`config.mk`:
```
export PLATFORM = sky130hd
export DESIGN_NAME = double_trouble_monitor_flat
export DESIGN_NICKNAME = d
export VERILOG_FILES = /design/src/rtl/double_trouble_monitor_if.sv /design/src/rtl/double_trouble_monitor.sv /design/src/flat_wrapper.sv
export SDC_FILE = /design/constraint.sdc
export NUM_CORES = 1
export LEC_CHECK = 0
export ABC_AREA = 1
export CELL_PAD_IN_SITES_DETAIL_PLACEMENT = 2
export CELL_PAD_IN_SITES_GLOBAL_PLACEMENT = 2
export CORE_ASPECT_RATIO = 0.7
export CORE_MARGIN = 2
export CORE_UTILIZATION = 30
export DETAILED_ROUTE_END_ITERATION = 8
export HOLD_SLACK_MARGIN = 0.15
export MAX_ROUTING_LAYER = met4
export PLACE_DENSITY_LB_ADDON = 0.1
export SETUP_SLACK_MARGIN = 0.05
export SLEW_MARGIN = 20
export SYNTH_ARGS = -nofsm -noshare
export SYNTH_HDL_FRONTEND = slang
export SYNTH_SLANG_ARGS = --single-unit
```
`constraint.sdc`:
```
create_clock -name clk -period 1.9 [get_ports clk]
set_input_delay 0.19 -clock clk [delete_from_list [all_inputs] [get_ports clk]]
set_output_delay 0.19 -clock clk [all_outputs]
set_load 0.01 [all_outputs]
```
`src/rtl/double_trouble_monitor_if.sv`:
```
// Bus between the double_trouble detector stage and its monitor: sampled hit
// plus qualifiers in, edge/count/alarm status out.
interface double_trouble_monitor_if #(
  parameter int CNT_W = 8
);
  logic             sample_en;
  logic             hit;
  logic             clear;
  logic             edge_pulse;
  logic [CNT_W-1:0] event_count;
  logic             overflow;
  logic             hold_alarm;
  logic [1:0]       state_o;

  modport master (
    output sample_en, hit, clear,
    input  edge_pulse, event_count, overflow, hold_alarm, state_o
  );

  modport slave (
    input  sample_en, hit, clear,
    output edge_pulse, event_count, overflow, hold_alarm, state_o
  );
endinterface

```
`src/rtl/double_trouble_monitor.sv`:
```
// Adds time history to the combinational double_trouble detector: rising-edge
// pulse, saturating event counter with sticky overflow, and sustained-high alarm.
module double_trouble_monitor #(
  parameter int CNT_W       = 8,
  parameter int HOLD_CYCLES = 4
) (
  input logic                      clk,
  input logic                      rst,
  double_trouble_monitor_if.slave  bus
);

  localparam logic [1:0] IDLE   = 2'b00;
  localparam logic [1:0] ACTIVE = 2'b01;
  localparam logic [1:0] ALARM  = 2'b10;
  localparam logic [7:0] HOLD   = 8'(HOLD_CYCLES);

  logic [1:0]       state_q, state_d;
  logic [7:0]       run_q, run_d;
  logic [CNT_W-1:0] cnt_q, cnt_d;
  logic             ovf_q, ovf_d;
  logic             alarm_q, alarm_d;
  logic             pulse_q, pulse_d;
  logic             count_ev;

  always_comb begin
    state_d  = state_q;
    run_d    = run_q;
    alarm_d  = alarm_q;
    pulse_d  = 1'b0;
    count_ev = 1'b0;
    if (bus.clear) begin
      state_d = IDLE;
      run_d   = '0;
      alarm_d = 1'b0;
    end else if (state_q == 2'b11) begin
      // Illegal encoding recovers regardless of sample_en.
      state_d = IDLE;
      run_d   = '0;
      alarm_d = 1'b0;
    end else if (bus.sample_en) begin
      if (!bus.hit) begin
        state_d = IDLE;
        run_d   = '0;
        alarm_d = 1'b0;
      end else begin
        case (state_q)
          IDLE: begin
            state_d  = ACTIVE;
            run_d    = 8'd1;
            pulse_d  = 1'b1;
            count_ev = 1'b1;
          end
          ACTIVE: begin
            // 9-bit compare so run never wraps even at HOLD_CYCLES=255.
            if ({1'b0, run_q} + 9'd1 == {1'b0, HOLD}) begin
              state_d = ALARM;
              run_d   = HOLD;
              alarm_d = 1'b1;
            end else begin
              run_d = run_q + 8'd1;
            end
          end
          default: begin
            state_d = ALARM;
            run_d   = HOLD;
            alarm_d = 1'b1;
          end
        endcase
      end
    end
  end

  always_comb begin
    cnt_d = cnt_q;
    ovf_d = ovf_q;
    if (bus.clear) begin
      cnt_d = '0;
      ovf_d = 1'b0;
    end else if (count_ev) begin
      if (cnt_q == {CNT_W{1'b1}}) ovf_d = 1'b1;
      else                        cnt_d = cnt_q + 1'b1;
    end
  end

  always_ff @(posedge clk or posedge rst) begin
    if (rst) begin
      state_q <= IDLE;
      run_q   <= '0;
      cnt_q   <= '0;
      ovf_q   <= 1'b0;
      alarm_q <= 1'b0;
      pulse_q <= 1'b0;
    end else begin
      state_q <= state_d;
      run_q   <= run_d;
      cnt_q   <= cnt_d;
      ovf_q   <= ovf_d;
      alarm_q <= alarm_d;
      pulse_q <= pulse_d;
    end
  end

  assign bus.edge_pulse  = pulse_q;
  assign bus.event_count = cnt_q;
  assign bus.overflow    = ovf_q;
  assign bus.hold_alarm  = alarm_q;
  assign bus.state_o     = state_q;

endmodule

```
`src/flat_wrapper.sv`:
```
// flat-port wrapper written by rule: the top's interface ports become plain ports
module double_trouble_monitor_flat 
#(
  parameter int CNT_W       = 8,
  parameter int HOLD_CYCLES = 4
)
  (clk, rst, bus_sample_en, bus_hit, bus_clear, bus_edge_pulse, bus_event_count, bus_overflow, bus_hold_alarm, bus_state_o);
  double_trouble_monitor_if #(.CNT_W(CNT_W)) bus_i ();
  input logic clk;
  input logic rst;
  input wire logic [$bits(bus_i.sample_en)-1:0] bus_sample_en;
  input wire logic [$bits(bus_i.hit)-1:0] bus_hit;
  input wire logic [$bits(bus_i.clear)-1:0] bus_clear;
  output wire logic [$bits(bus_i.edge_pulse)-1:0] bus_edge_pulse;
  output wire logic [$bits(bus_i.event_count)-1:0] bus_event_count;
  output wire logic [$bits(bus_i.overflow)-1:0] bus_overflow;
  output wire logic [$bits(bus_i.hold_alarm)-1:0] bus_hold_alarm;
  output wire logic [$bits(bus_i.state_o)-1:0] bus_state_o;
  assign bus_i.sample_en = bus_sample_en;
  assign bus_i.hit = bus_hit;
  assign bus_i.clear = bus_clear;
  assign bus_edge_pulse = bus_i.edge_pulse;
  assign bus_event_count = bus_i.event_count;
  assign bus_overflow = bus_i.overflow;
  assign bus_hold_alarm = bus_i.hold_alarm;
  assign bus_state_o = bus_i.state_o;
  double_trouble_monitor #(.CNT_W(CNT_W), .HOLD_CYCLES(HOLD_CYCLES)) u_core (.clk(clk), .rst(rst), .bus(bus_i));
endmodule
```
==> impl_metrics.prom <==
# TYPE chip_impl_metric gauge
chip_impl_metric{name="drive_above_1_share",unit="%"} 19.15
chip_impl_metric{name="power_density",unit="nW/um^2"} 558.2
chip_impl_metric{name="post-route-min-period",unit="ps"} 1730
chip_impl_metric{name="syn-cell-area",unit="um^2"} 1250
chip_impl_metric{name="vias",unit=""} 1171
chip_impl_info{name="post-synth-top-count-cell",value="nand2_1"} 1
chip_impl_metric{name="firstDrtPassIters",unit=""} 3
chip_impl_metric{name="area_delta_synth_final",unit="%"} 26.03
chip_impl_metric{name="worst_ep_required_time",unit="ps"} 2050
chip_impl_metric{name="setup_tns",unit="ps"} 0
chip_impl_metric{name="max_fclk",unit="GHz"} 0.5780
chip_impl_metric{name="port_buffers",unit=""} 17
chip_impl_metric{name="max_cap_viol_count",unit=""} 0
chip_impl_metric{name="final_cell_count_no_fill",unit=""} 240
chip_impl_metric{name="cts_setup_buffers",unit=""} 0
chip_impl_metric{name="seq_area",unit="um^2"} 525.5
chip_impl_metric{name="synth.distinct_cells",unit=""} 22
chip_impl_metric{name="drcViolationCount",unit=""} 0
chip_impl_metric{name="clk_path_buf_depth",unit=""} 2
chip_impl_metric{name="placedCellCount",unit=""} 236
chip_impl_info{name="synth.largest_area_cell",value="dfrtp_1"} 1
chip_impl_metric{name="detail_route.wirelength",unit="um"} 3798
chip_impl_metric{name="clk_pin_slew_worst_paths",unit="ps"} 80
chip_impl_metric{name="synthesis.instances",unit=""} 164
chip_impl_info{name="rr_endpoint",value="u_core.bus.hold_alarm"} 1
chip_impl_info{name="worst_setup_path_end_kind",value="flop"} 1
chip_impl_metric{name="first_global_vias",unit=""} 1305
chip_impl_metric{name="floorplan.die_area",unit="um^2"} 4707
chip_impl_info{name="r2r-start",value="u_core.run_q[0]"} 1
chip_impl_metric{name="crit_path_max_incr_delay",unit="ps"} 410
chip_impl_metric{name="area_of_the_placeable_core",unit="um^2"} 3970
chip_impl_metric{name="start_util",unit="%"} 31.48
chip_impl_info{name="path_cells",value="ha_1 > nand2_1 > inv_2 > nor2_1 > nand3_1 > nor2_2 > nand3_4 > nand3_4 > nand3_2 > nand2_1 > nand2_1"} 1
chip_impl_info{name="min-delay-path-class",value="primary input to asynchronous set/reset pin"} 1
chip_impl_metric{name="nets",unit=""} 197
chip_impl_info{name="ys_top_cells_by_count",value="38 x nand2_1, 21 x dfrtp_1, 20 x inv_1"} 1
chip_impl_info{name="outcome",value="complete, no violations"} 1
chip_impl_metric{name="routed_via_density",unit=""} 4.879
chip_impl_metric{name="tightest_slew",unit="ps"} 411.1
chip_impl_metric{name="route.antenna.remaining_nets",unit=""} 0
chip_impl_metric{name="fin_crit_sh",unit="%"} 91.05
chip_impl_metric{name="yosys_warn_count",unit=""} 0
chip_impl_metric{name="cts-buffers-inserted",unit=""} 3
chip_impl_info{name="setup_repair_after_global_routing_missed_its_margin",value="false"} 1
chip_impl_metric{name="async_reset_ff_share",unit="%"} 100.0
chip_impl_metric{name="drt-initial-drc-count",unit=""} 25
chip_impl_info{name="cts_root_buf",value="clkbuf_8"} 1
chip_impl_metric{name="die_w",unit="um"} 81.15
chip_impl_metric{name="grt_first_pass_wirelength",unit="um"} 6630
chip_impl_metric{name="power.ir.vdd_worst",unit="mV"} 0.3477
chip_impl_metric{name="post_drt_wl_per_cell",unit="um"} 15.83
chip_impl_info{name="post_synth_main_area_contributors",value="dfrtp_1 42%, nand2_1 11%, inv_1 6.0%"} 1
chip_impl_info{name="slowest_stage",value="dfrtp_1"} 1
chip_impl_metric{name="grt_antenna_before_repair",unit=""} 0
chip_impl_metric{name="largest_fanout_of_any_net_on_the_critical_path",unit=""} 5
chip_impl_metric{name="synth.avg_cell_area",unit="um^2"} 7.622
chip_impl_metric{name="chipHeight",unit="um"} 58.01
chip_impl_info{name="cts_tree",value="built"} 1
chip_impl_metric{name="synth-edff-count",unit=""} 0
chip_impl_metric{name="rd_place_congestion",unit=""} 0.8396
chip_impl_metric{name="place.detailed.hpwl",unit="um"} 3124
chip_impl_metric{name="grt-ovfl-total",unit=""} 0
chip_impl_metric{name="maximum_number_of_pins_on_one_net_before_global_route_repair",unit=""} 22
chip_impl_info{name="ys.flop_type",value="dfrtp_1"} 1
chip_impl_metric{name="reg2reg_setup_slack",unit="ps"} 170
chip_impl_info{name="crit_path_frequent_cell",value="nand2_1"} 1
chip_impl_metric{name="pin_count",unit=""} 18
chip_impl_metric{name="std_cell_rows",unit=""} 19
chip_impl_metric{name="total_leakage_power",unit="nW"} 0.6887
chip_impl_metric{name="worst_endpoint_data_arrival_time",unit="ps"} 1880
chip_impl_metric{name="num-fill-cells",unit=""} 465
chip_impl_metric{name="hold_viol_final",unit=""} 0
chip_impl_metric{name="clock_tree_sinks",unit=""} 21
chip_impl_metric{name="r2r_cells",unit=""} 11
chip_impl_metric{name="cts.htree.levels",unit=""} 1
chip_impl_info{name="worst_setup_path_start_kind",value="flop"} 1
chip_impl_metric{name="clk-insertion-delay-late",unit="ps"} 260
chip_impl_metric{name="multi_input_area",unit="um^2"} 634.4
chip_impl_metric{name="ant_diodes",unit=""} 0
chip_impl_metric{name="slew-limit-headroom",unit="%"} 72.49
chip_impl_metric{name="syn_nets",unit=""} 172
chip_impl_metric{name="final.setup_skew",unit="ps"} 6.021
chip_impl_metric{name="synth.top_cell.area_share",unit="%"} 42.04
chip_impl_metric{name="seq_area_frac_synth",unit="%"} 42.04
chip_impl_metric{name="setup-violations-final",unit=""} 0
chip_impl_metric{name="drv_slew",unit=""} 0
chip_impl_metric{name="grt_usage",unit="%"} 19.39
chip_impl_metric{name="synth_seq_cells",unit=""} 21
chip_impl_info{name="setup.worst_path.class",value="flop to flop"} 1
-- cells in the final DEF, fill, tap and decap left out, types with 3 or more instances in the layout --
cell,synthesis,layout
a21oi_1,5,5
o21ai_1,10,9
inv_2,8,8
nand2_2,6,6
ha_1,3,3
buf_4,0,4
nand2_1,38,37
nor2_1,15,14
nand3_1,12,12
nor3_1,5,5
nor2_2,3,4
inv_1,20,20
o22ai_1,4,4
clkdlybuf4s50_1,0,17
clkbuf_8,0,3
dfrtp_1,21,21
-- flip-flops by register name, indices dropped and copies added, names as in the netlist --
name / cells
u_core.bus.state_o: 2
u_core.bus.edge_pulse: 1
u_core.bus.event_count: 8
u_core.bus.hold_alarm: 1
u_core.bus.overflow: 1
u_core.run_q: 8
-- report_power, final --
part | internal [W] | total [W] | switching, W
Combinational | 0.0000439 | 0.000116 | 0.0000719
Sequential | 0.000456 | 0.000466 | 0.0000102
Clock | 0.000149 | 0.000298 | 0.000148
-- per-layer routing --
layer	GRT usage, %	vias up	share of wire (%)
li1	-	575	-
met1	27.79	579	52
met2	29.52	15	45
met3	3.738	2	2.2
met4	2.179	0	0.34
met5	-	-	0
-- stage by stage --
step	power (W)	utilization [%]	setup slack, ps	hold WS (ps)	cell area, um^2
2_1_floorplan	0.0005360	-	361.5	166.5	1250
3_3_place_gp	0.0005838	38.04	177.5	466.6	1510
3_5_place_dp	0.0005903	38.04	120.7	494.6	1510
4_1_cts	0.0008922	39.17	108.2	287.7	1555
5_1_grt	0.0009223	39.68	57.47	296.4	1575
6_report	0.0008793	39.68	170.0	268.0	1575
-- critical path, delay by kind of cell (launching register included) --
family / cells / cell delay, ps
adders and majority gates: 1 / 240
DFF: 1 / 410
buffers and inverters: 1 / 40
and+or+nand+nor: 9 / 930
-- repair_timing --
item	4_1_cts	5_1_grt
endpoints found under the hold margin	0	0
endpoints found under the setup margin	0	6
hold buffers	0	0
gates resized for setup	0	5
-- layout make-up --
class | instances | area share (%)
Timing Repair Buffer | 21 | 12.71
Clock buffer | 4 | 2.859
Sequential cell | 21 | 33.36
Inverter | 28 | 6.672
Tap cell | 52 | 4.130
Multi-Input combinational cell | 114 | 40.27
-- worst max-delay path by stage --
stage / from / endpoint / slack, ps / depth (start not counted)
after floorplan: u_core.run_q[0] / u_core.bus.hold_alarm / 360 / 11
after global placement: bus_sample_en / u_core.bus.event_count[7] / 180 / 8
after detailed placement: bus_sample_en / u_core.bus.event_count[6] / 120 / 8
after CTS: u_core.run_q[1] / u_core.bus.hold_alarm / 110 / 11
after global routing: u_core.run_q[1] / u_core.bus.hold_alarm / 60 / 11
final: u_core.run_q[0] / u_core.bus.hold_alarm / 170 / 11
-- kinds of logic after synthesis --
kind of cell,count (synthesis),share of synthesized area (%)
simple gates,88,35.44
buf+inv,29,8.808
compound gates,21,9.309
flops,21,42.04
fa+ha+maj,3,3.003
xor+xnor,2,1.402
(Power assumes the default switching activity.)
